===== src/rtl/status_sequencer_pkg.sv =====
// status_sequencer_pkg: shared state indices and reset vector for the phase sequencer
package status_sequencer_pkg;
    localparam int S_IF0 = 0;
    localparam int S_IF1 = 1;
    localparam int S_FF0 = 2;
    localparam int S_FF1 = 3;
    localparam int S_FF2 = 4;
    localparam int S_TF0 = 5;
    localparam int S_TF1 = 6;
    localparam int S_EX0 = 7;
    localparam int S_EX1 = 8;
    localparam int S_IT0 = 9;
    localparam logic [63:0] RST_STATE = 64'd1 << S_IF0;
    function automatic int nstate(input int it_len);
        return S_IT0 + it_len;
    endfunction
endpackage


===== src/rtl/status_sequencer_ack_wait_timer.sv =====
// status_sequencer_ack_wait_timer: counts FF1 wait cycles and flags the last allowed one
module status_sequencer_ack_wait_timer #(
    parameter int ACK_TIMEOUT = 15
) (
    input  logic clk,
    input  logic reset,
    input  logic run,
    input  logic clear,
    output logic expire
);
    localparam int CW = ACK_TIMEOUT > 0 ? $clog2(ACK_TIMEOUT + 1) : 1;
    logic [CW-1:0] r_count;
    // clear wins over run so the count is zero in every non-FF1 cycle
    always_ff @(posedge clk or posedge reset) begin
        if (reset)      r_count <= '0;
        else if (clear) r_count <= '0;
        else if (run)   r_count <= r_count + 1'b1;
    end
    assign expire = (ACK_TIMEOUT != 0) && (r_count == CW'(ACK_TIMEOUT - 1));
endmodule


===== src/rtl/status_sequencer.sv =====
// status_sequencer: one-hot CPU phase sequencer with interrupt, stall, ACK timeout and state recovery
module status_sequencer
    import status_sequencer_pkg::*;
#(
    parameter int IT_LEN      = 3,
    parameter int ACK_TIMEOUT = 15
) (
    input  logic              clk,
    input  logic              reset,
    input  logic              ITA,
    input  logic              ACK,
    input  logic              FROM_D,
    input  logic              TO_D,
    input  logic              STALL,
    output logic              IF0,
    output logic              IF1,
    output logic              FF0,
    output logic              FF1,
    output logic              FF2,
    output logic              TF0,
    output logic              TF1,
    output logic              EX0,
    output logic              EX1,
    output logic [IT_LEN-1:0] IT,
    output logic              BUS_ERR,
    output logic              ILLEGAL
);
    localparam int NSTATE = nstate(IT_LEN);
    localparam logic [NSTATE-1:0] RST_VEC = RST_STATE[NSTATE-1:0];
    logic [NSTATE-1:0] r_state, w_next, w_state_d;
    logic r_bus_err, r_illegal, w_onehot, w_expire, w_timeout;
    assign w_onehot  = $onehot(r_state);
    assign w_timeout = r_state[S_FF1] & ~ACK & w_expire;
    // one-hot next-state: each bit ORs the transitions that lead into it
    always_comb begin
        w_next         = '0;
        w_next[S_IF0]  = (r_state[S_EX0] & TO_D) | r_state[S_EX1] | r_state[NSTATE-1];
        w_next[S_IF1]  = r_state[S_IF0] & ~ITA;
        w_next[S_FF0]  = r_state[S_IF1];
        w_next[S_FF1]  = (r_state[S_FF0] & ~FROM_D) | (r_state[S_FF1] & ~ACK & ~w_expire);
        w_next[S_FF2]  = (r_state[S_FF0] & FROM_D) | (r_state[S_FF1] & ACK);
        w_next[S_TF0]  = r_state[S_FF2];
        w_next[S_TF1]  = r_state[S_TF0] & ~TO_D;
        w_next[S_EX0]  = (r_state[S_TF0] & TO_D) | r_state[S_TF1];
        w_next[S_EX1]  = r_state[S_EX0] & ~TO_D;
        w_next[S_IT0]  = (r_state[S_IF0] & ITA) | w_timeout;
        for (int k = 1; k < IT_LEN; k++) w_next[S_IT0+k] = r_state[S_IT0+k-1];
    end
    // recovery overrides STALL; the timer clears whenever the loaded state is not FF1
    assign w_state_d = !w_onehot ? RST_VEC : STALL ? r_state : w_next;
    status_sequencer_ack_wait_timer #(.ACK_TIMEOUT(ACK_TIMEOUT)) u_timer (
        .clk   (clk),
        .reset (reset),
        .run   (r_state[S_FF1] & ~STALL & ~ACK),
        .clear (~w_state_d[S_FF1]),
        .expire(w_expire)
    );
    // state, bus-error flag and illegal-state pulse registers
    always_ff @(posedge clk or posedge reset) begin
        if (reset) begin
            r_state   <= RST_VEC;
            r_bus_err <= 1'b0;
            r_illegal <= 1'b0;
        end else begin
            r_state   <= w_state_d;
            r_illegal <= ~w_onehot;
            r_bus_err <= !w_onehot ? 1'b0 : STALL ? r_bus_err : w_timeout;
        end
    end
    assign IF0     = r_state[S_IF0];
    assign IF1     = r_state[S_IF1];
    assign FF0     = r_state[S_FF0];
    assign FF1     = r_state[S_FF1];
    assign FF2     = r_state[S_FF2];
    assign TF0     = r_state[S_TF0];
    assign TF1     = r_state[S_TF1];
    assign EX0     = r_state[S_EX0];
    assign EX1     = r_state[S_EX1];
    assign IT      = r_state[NSTATE-1:S_IT0];
    assign BUS_ERR = r_bus_err;
    assign ILLEGAL = r_illegal;
endmodule


===== config.mk =====
export PLATFORM = sky130hd
export DESIGN_NAME = status_sequencer
export DESIGN_NICKNAME = d
export VERILOG_FILES = /design/src/rtl/status_sequencer_pkg.sv /design/src/rtl/status_sequencer_ack_wait_timer.sv /design/src/rtl/status_sequencer.sv
export SDC_FILE = /design/constraint.sdc
export NUM_CORES = 1
export LEC_CHECK = 0
export ABC_CLOCK_PERIOD_IN_PS = 12100
export CORE_UTILIZATION = 46
export CTS_BUF_LIST = sky130_fd_sc_hd__clkbuf_8 sky130_fd_sc_hd__clkbuf_16
export DETAILED_ROUTE_END_ITERATION = 16
export PLACE_DENSITY_LB_ADDON = 0.15
export SLEW_MARGIN = 15
export SYNTH_ARGS = -nofsm -noshare
export SYNTH_HDL_FRONTEND = slang
export SYNTH_HIERARCHICAL = 1
export SYNTH_SLANG_ARGS = --single-unit

===== constraint.sdc =====
create_clock -name clk -period 12.1 [get_ports clk]
set_clock_uncertainty 0.15 [all_clocks]
set_input_delay 1.21 -clock clk [delete_from_list [all_inputs] [get_ports clk]]
set_output_delay 1.21 -clock clk [all_outputs]
set_load 0.02 [all_outputs]

==> results of run 1 <==
power by group through the flow:
stage          Clock (mW)  Sequential [mW]  Combinational (mW)
6_report           0.0492           0.0875               0.196
5_1_grt            0.0526           0.0899               0.225
4_1_cts            0.0510           0.0876               0.197
3_5_place_dp            0           0.0887               0.195
3_3_place_gp            0           0.0885               0.189
2_1_floorplan           0            0.100               0.145
critical path, cell delays in order, from the launching register on:
cell,delay (ps)
dfstp_2,580
fa_1,420
fa_1,510
inv_1,50
fa_1,490
fa_1,400
inv_1,60
ha_1,160
inv_1,50
fa_1,380
a211o_1,230
a211o_1,490
or2_1,370
nor2b_1,130
mux2_4,140
path summary, 6_finish.rpt:
path                                           end        start  slack [ps]  depth (start not counted)
worst max-delay path            u_timer/r_count[3]   r_state[0]        7410                         14
worst min-delay path                   r_state[11]  r_state[11]         420                          2
worst max register to register  u_timer/r_count[3]   r_state[0]        7410                         14
worst min register to register         r_state[11]  r_state[11]         420                          2
max in group asynchronous               r_state[4]        reset       10240                          2
min in group asynchronous       u_timer/r_count[0]        reset        1010                          2
layout make-up:
| cell class | instances | share of cell area [%] |
|---|---|---|
| Multi-Input combinational cell | 65 | 40.5 |
| Timing Repair Buffer | 20 | 14.7 |
| Inverter | 19 | 5.22 |
| Clock buffer | 4 | 4.03 |
| Tap cell | 28 | 2.56 |
| Sequential cell | 18 | 33.1 |
cells by family after synthesis:
group / Yosys count / synth area share [%]
fa+ha+maj: 13 / 19.7
compound gates: 19 / 12.8
mux: 5 / 5.03
flops: 18 / 41.3
simple gates: 27 / 12.2
buf+inv: 22 / 8.23
xor+xnor: 1 / 0.800
sequential cells by signal, indices dropped and copies added, names as in the netlist:
register,flops
r_state,12
u_timer/r_count,4
BUS_ERR,1
ILLEGAL,1
stage by stage:
stage                     power (mW)  cells
after global placement         0.278    150
after CTS                      0.336    154
after floorplan                0.245    105
after global routing           0.367    154
final                          0.333    154
after detailed placement       0.284    150
cell usage after synthesis:
cell	n
or2_1	1
a21bo_2	1
a221oi_1	2
a211oi_1	3
inv_1	19
nand2_1	2
a31oi_1	1
nor2b_1	2
buf_6	1
xnor2_1	1
fa_1	7
o211ai_1	1
nor2_1	14
dfstp_2	1
o21a_1	1
a21oi_1	4
dfrtp_1	17
ha_1	6
buf_1	2
a211o_1	3
mux2i_1	4
and3_1	1
nand4_1	1
nor3_1	1
a22oi_1	2
mux2_4	1
nand3b_1	2
nor3b_1	3
o21bai_1	1
metal layers:
layer  vias to the layer above  part of all wire, %
li1                        390                    -
met1                       392                   49
met2                        18                   46
met3                         5                  3.5
met4                         0                  1.9
met5                         -                    0
==> results.yml, run 1 <==
setup_path:
  cp.required_ps: 12150
  critPathLaunchType: "flip-flop"
  cp.arrival_ps: 4730
  worstPathMaxFanout: 15
  worst-setup-path-type: "reg -> reg"
  cp-end-kind: "flip-flop"
finish:
  n_fill_cell: 201
  fin_nets: 147
  area_growth_pct: 24.8
  final_cell_mix: "clkdlybuf4s50_1, inv_1, dfrtp_1"
  post-route-util_pct: 61.2
  num_antenna_cells: 0
  post-route-cell-area_sq_um: 1370
  final_common_cell: "clkdlybuf4s50_1"
  final_layout_size_suffix_gt1_share_pct: 5.56
  multiInputGateArea_sq_um: 553
  register_area_sq_um: 452
floorplan:
  core_sq_um: 2230
  die-area_sq_um: 2580
  io_pins: 21
  die-height_um: 50.8
  num_rows: 17
  start_util_pct: 49.0
  die_w_um: 50.8
route:
  final_antenna_net_count: 0
  drc: 0
  viasPerCell: 5.23
  wl_um: 2070
  firstDrtPassIters: 4
  vias: 805
  drtIter0Drc: 9
  wl_per_cell_um: 13.4
cts:
  cts_tree: "done"
  cts_made_buffers: 3
  cts-htree-levels: 1
  root_buffer: "clkbuf_8"
  cts.repair.resized: 0
  cts_sinks: 18
  clk_latency_ps: 250
  clkTransAtPathRegs_ps: 70
  cts.path.max_buffers: 2
  cts_hold_buf: 0
  cts_setup_buffers: 0
logic_synthesis:
  syn_nets: 125
  syn_area_per_cell_sq_um: 10.4
  ys_seq_elements: 18
  synth_cell_types: 29
  syn_inst: 105
  yosys_warnings: 6
  yosys-top-cells-area: "dfrtp_1, fa_1, ha_1, inv_1, nor2_1"
  synth_area_leader_cell: "dfrtp_1"
  synth-seq-area-share_pct: 41.3
  netlist.area_leader.share_pct: 38.9
  synth.cell_area_sq_um: 1090
timing:
  relSlewSlack_pct: 44.9
  setup_violations: 0
  hold_ws_ps: 420
  hold_viol: 0
  max_freq_mhz: 213
  rsz0062_at_grt: "no"
  period_share_pct: 38.7
  worstMarginPinSlew_ps: 823
  setup-tns-final_ps: 0
  fin_ws_ps: 7410
  slew_viol_final: 0
  fin_crit_ps: 4690
power_and_ir_drop:
  switchingPower_mw: 0.152
  seq_power_share_pct: 26.3
  power_leakage_nw: 0.625
  p_comb_share_pct: 58.9
  swShare_pct: 45.8
  ir_worst_vdd_v: 0.000216
  internal_power_mw: 0.180
  clkPwrFrac_pct: 14.8
  power_per_cell_area_nw_per_um2: 244
flow_run:
  cap_violations: 0
global_routing:
  grt_first_pass_wirelength_um: 3680
  grt_overflow: 0
  grt_max_degree: 24
  gr-max-usage-layer: "met2"
  grt_pass1_vias: 843
  use_met2_pct: 31.6
  antenna_found_initial: 0
  globalRouteMet3Util_pct: 4.24
  grt.total_usage_pct: 20.0
  grt_use_met1_pct: 26.0
place:
  portBuffers: 20
  placed_area_sq_um: 1310
  place_congestion: 0.789
  pre_cts_slack_ps: 7420
  hpwl_um: 1560
outcome:
  status: "completed"
hold_path:
  min_path_type: "reg -> reg"
Power figures use the tool's default switching activity.
==> run 2: changes to the inputs <==
- ABC_CLOCK_PERIOD_IN_PS: 12100 -> 4300
- clock period: 12.1 -> 4.3 ns (I/O delays scaled with it)
==> run 2 against run 1 <==
Fmax is 9.6% higher. Worst setup slack worse by 7400 ps. Non-clock buffer count is 8 higher. Clock-buffer cell count stayed put. Power grew to 3.1 times the previous value. Largest cell class unchanged. Routed wire length is 6.5% higher. Critical endpoint unchanged. First-iteration DRC count is 120% higher.
==> results.yml, run 2 (synthesis results as in run 1) <==
floorplan:
  die-height_um: 50.8
  start_util_pct: 49.0
  die-area_sq_um: 2580
  io_pins: 21
  die_w_um: 50.8
  core_sq_um: 2230
  num_rows: 17
cts:
  clk_latency_ps: 250
  cts_hold_buf: 0
  cts_tree: "done"
  root_buffer: "clkbuf_8"
  cts-htree-levels: 1
  clkTransAtPathRegs_ps: 80
  cts_made_buffers: 3
  cts.path.max_buffers: 2
  cts_sinks: 18
route:
  final_antenna_net_count: 0
  drc: 0
  vias: 848
  wl_um: 2200
  wl_per_cell_um: 13.6
  firstDrtPassIters: 4
  drtIter0Drc: 20
  viasPerCell: 5.23
place:
  place_congestion: 0.807
  hpwl_um: 1680
  pre_cts_slack_ps: -30.8
  portBuffers: 20
  placed_area_sq_um: 1370
global_routing:
  grt_overflow: 0
  grt.total_usage_pct: 19.8
  antenna_found_initial: 0
  grt_pass1_vias: 861
  grt_first_pass_wirelength_um: 3740
  grt_max_degree: 24
timing:
  rsz0062_at_grt: "yes"
  slew_viol_final: 0
  setup_violations: 0
  period_share_pct: 99.4
  fin_ws_ps: 24.0
  hold_viol: 0
  worstMarginPinSlew_ps: 867
  relSlewSlack_pct: 42.0
  max_freq_mhz: 234
  hold_ws_ps: 231
  fin_crit_ps: 4280
flow_run:
  cap_violations: 0
finish:
  area_growth_pct: 32.5
  num_antenna_cells: 0
  largest_register_ffs: 12
  multiInputGateArea_sq_um: 577
  final_common_cell: "clkdlybuf4s50_1"
  register_area_sq_um: 452
  fin_nets: 155
  post-route-util_pct: 64.9
  final_layout_size_suffix_gt1_share_pct: 17.2
  regMostFlops: "r_state"
  n_fill_cell: 188
  final_cell_mix: "clkdlybuf4s50_1, dfrtp_1, inv_1"
  top_regs: "r_state x12, u_timer/r_count x4"
  post-route-cell-area_sq_um: 1450
hold_path:
  min_path_type: "in -> async"
setup_path:
  cpPeakStageDelay_ps: 540
  critPathTopFamily: "adder cells"
  regToRegStartpoint: "r_state[0]"
  cp_num_buf_inv: 3
  cp-end-kind: "flip-flop"
  path_cells: "fa_1, fa_1, inv_2, fa_1, fa_1, inv_1, ha_2, inv_2, fa_2, o211ai_1, a211o_1, or2_4, nor2b_1, mux2_4"
  cp.arrival_ps: 4330
  cp_slowest_cell: "dfstp_2"
  r2r_slack_ps: 20
  critPathLaunchType: "flip-flop"
  worstPathMaxFanout: 5
  r2r-end: "u_timer/r_count[3]"
  worst-setup-path-type: "reg -> reg"
  cp.required_ps: 4350
  r2r_cells: 14
  cp_common_cell: "fa_1"
power_and_ir_drop:
  power_per_cell_area_nw_per_um2: 722
  ir_worst_vdd_v: 0.000684
  power_leakage_nw: 0.668
outcome:
  status: "completed"
[run 2: cell count changes in the layout (fill, tap and decap cells not counted), sizes merged]
cell,before,now
buf,0,8
[run 2: area by class of cell]
| class | instances | area share, % |
|---|---|---|
| sequential | 18 | 31.1 |
| multi-input combinational | 65 | 39.8 |
| timing repair buffer | 28 | 17.9 |
| inverter | 19 | 4.92 |
| tap | 28 | 2.42 |
| clock buffer | 4 | 3.80 |
[run 2: routing by layer]
layer / vias up / track usage (%) / share of wire, %
met3: 4 / 3.94 / 3.2
met4: 0 / 5.56 / 1.3
li1: 407 / - / -
met1: 415 / 26.7 / 48
met5: - / 0 / 0
met2: 22 / 32.2 / 47
[run 2: through the flow]
| step | total power, mW | instances | setup TNS, ps |
|---|---|---|---|
| 3_5_place_dp | 0.887 | 157 | -50.1 |
| 4_1_cts | 1.03 | 161 | 0 |
| 5_1_grt | 1.14 | 162 | -462 |
| 3_3_place_gp | 0.860 | 157 | 0 |
| 2_1_floorplan | 0.699 | 105 | -49.8 |
| 6_report | 1.05 | 162 | 0 |
[run 2: repair_timing]
item	in CTS	in global routing
setup buffers	0	1
resized for setup	0	5
pin swaps	2	2
hold endpoints to repair	0	0
endpoints found under the setup margin	3	8
[run 2: worst max path at each step]
| stage | startpoint | end | cells past startpoint |
|---|---|---|---|
| after CTS | r_state[0] | u_timer/r_count[3] | 14 |
| after floorplan | r_state[0] | u_timer/r_count[3] | 14 |
| final | r_state[0] | u_timer/r_count[3] | 14 |
| after global routing | r_state[0] | u_timer/r_count[3] | 14 |
| after detailed placement | r_state[0] | u_timer/r_count[3] | 14 |
| after global placement | r_state[0] | u_timer/r_count[3] | 14 |
[run 2: where the power goes]
part           leakage, nW  internal (mW)  switching [mW]
Sequential           0.243          0.211          0.0274
Combinational        0.397          0.282           0.382
Clock               0.0288         0.0814          0.0626
Total                0.668          0.574           0.472
==> run 3: changes to the inputs <==
- CORE_UTILIZATION: 46 -> 45
==> run 3 against run 2 <==
The run now ends with negative setup slack left. Global-route usage up 0.76 points. Worst setup slack lost 31 ps. Sequential cell count unchanged. First-iteration DRC count down 25%. Final area up 0.26%. Hold slack improved by 10 ps. Routed wire length up 3.9%. Critical path depth unchanged. Power decreased by 2.0%. Fmax decreased by 0.72%. Non-clock buffer count rose by 2. Die area rose by 2.1%. Critical endpoint unchanged.
==> results.yml, run 3 (synthesis results as in run 1) <==
route:
  wl_per_cell_um: 13.9
  drc: 0
  final_antenna_net_count: 0
  wl_um: 2290
  vias: 864
  drtIter0Drc: 15
  viasPerCell: 5.27
  firstDrtPassIters: 4
cts:
  clk_latency_ps: 250
  cts_tree: "done"
  cts-htree-levels: 1
  clkTransAtPathRegs_ps: 70
  cts_hold_buf: 0
  cts_sinks: 18
  cts.path.max_buffers: 2
  root_buffer: "clkbuf_8"
  cts_made_buffers: 3
global_routing:
  antenna_found_initial: 0
  grt_max_degree: 24
  grt_pass1_vias: 882
  grt_overflow: 0
  grt_first_pass_wirelength_um: 3880
  grt.total_usage_pct: 20.6
timing:
  hold_viol: 0
  max_freq_mhz: 232
  slew_viol_final: 0
  worstMarginPinSlew_ps: 849
  relSlewSlack_pct: 43.2
  setup_violations: 1
  rsz0062_at_grt: "yes"
  fin_crit_ps: 4310
  period_share_pct: 100
  fin_ws_ps: -7.12
finish:
  final_cell_mix: "clkdlybuf4s50_1, inv_1, dfrtp_1"
  final_common_cell: "clkdlybuf4s50_1"
  fin_nets: 157
  num_antenna_cells: 0
  largest_register_ffs: 12
  final_layout_size_suffix_gt1_share_pct: 16.2
  regMostFlops: "r_state"
  top_regs: "r_state x12, u_timer/r_count x4"
  area_growth_pct: 32.8
floorplan:
  die_w_um: 51.3
  core_sq_um: 2250
  num_rows: 17
  io_pins: 21
  die-area_sq_um: 2630
  start_util_pct: 48.6
  die-height_um: 51.3
power_and_ir_drop:
  seq_power_share_pct: 23.1
  internal_power_mw: 0.571
  swShare_pct: 44.3
  switchingPower_mw: 0.454
  power_mw: 1.03
  power_per_cell_area_nw_per_um2: 705
  power_leakage_nw: 0.677
  p_comb_share_pct: 63.5
  ir_worst_vdd_v: 0.000793
  clkPwrFrac_pct: 13.4
setup_path:
  worst-setup-path-type: "reg -> reg"
  r2r_cells: 14
  cp.arrival_ps: 4350
  r2r_slack_ps: -7
  r2r-end: "u_timer/r_count[3]"
  cp.required_ps: 4340
  cp-end-kind: "flip-flop"
  worstPathMaxFanout: 5
  critPathLaunchType: "flip-flop"
  regToRegStartpoint: "r_state[0]"
place:
  pre_cts_slack_ps: -54.3
  hpwl_um: 1770
  portBuffers: 20
  place_congestion: 0.746
outcome:
  failed_checks: "negative setup slack"
  status: "complete, but fails checks"
flow_run:
  cap_violations: 0
hold_path:
  min_path_type: "in -> async"
## run 3: area by class of cell
class                           instances  area [sq um]
Clock buffer                            4          55.1
Fill cell                             199           801
Inverter                               19          71.3
Multi-Input combinational cell         65           566
Sequential cell                        18           452
Tap cell                               28          35.0
Timing Repair Buffer                   30           275
## run 3: worst max path at each step
stage / from / to / slack (ps) / cells past startpoint
detailed placement: r_state[0] / u_timer/r_count[3] / -50 / 14
global placement: r_state[0] / u_timer/r_count[1] / 30 / 13
finish: r_state[0] / u_timer/r_count[3] / -7 / 14
floorplan: r_state[0] / u_timer/r_count[3] / -50 / 14
global route: r_state[0] / u_timer/r_count[3] / -150 / 14
CTS: r_state[0] / u_timer/r_count[3] / -20 / 14
## run 3: timing repair
action	CTS	global route
setup buffers	2	1
setup endpoints to repair	5	8
gates resized for setup	2	0
pin swaps	2	0
## run 3: routing by layer
metal / track usage, % / part of all wire [%] / vias up
li1: - / - / 408
met1: 25.8 / 44 / 428
met2: 34.2 / 50 / 24
met3: 2.98 / 4.2 / 4
met4: 10.8 / 1.9 / 0
met5: 0 / 0 / -
## run 3: critical path, cell delays in order, from the launching register on
cell and delay (ps):
dfstp_2 540, fa_1 420, fa_1 490, inv_1 40, fa_1 490, fa_1 420
inv_1 70, ha_2 180, inv_2 40, fa_2 330, a211o_1 240, a211o_1 290
or2_4 260, nor2b_1 120, mux2_4 150
## run 3: power groups by stage
| stage | logic [mW] | clock network (mW) | registers, mW |
|---|---|---|---|
| global placement | 0.624 | 0 | 0.240 |
| CTS | 0.661 | 0.142 | 0.237 |
| floorplan | 0.417 | 0 | 0.282 |
| detailed placement | 0.646 | 0 | 0.241 |
| global route | 0.740 | 0.149 | 0.241 |
| finish | 0.652 | 0.138 | 0.236 |
## run 3: metrics by stage
stage	utilization (%)	hold slack, ps	TNS [ps]	std cells	instance area, sq um
final	64.5	241	-7.12	164	1450
after global routing	64.5	258	-617	164	1450
after CTS	64.2	238	-24.3	163	1450
after detailed placement	60.8	395	-133	157	1370
after global placement	60.8	384	0	157	1370
after floorplan	-	46.1	-49.8	105	1100
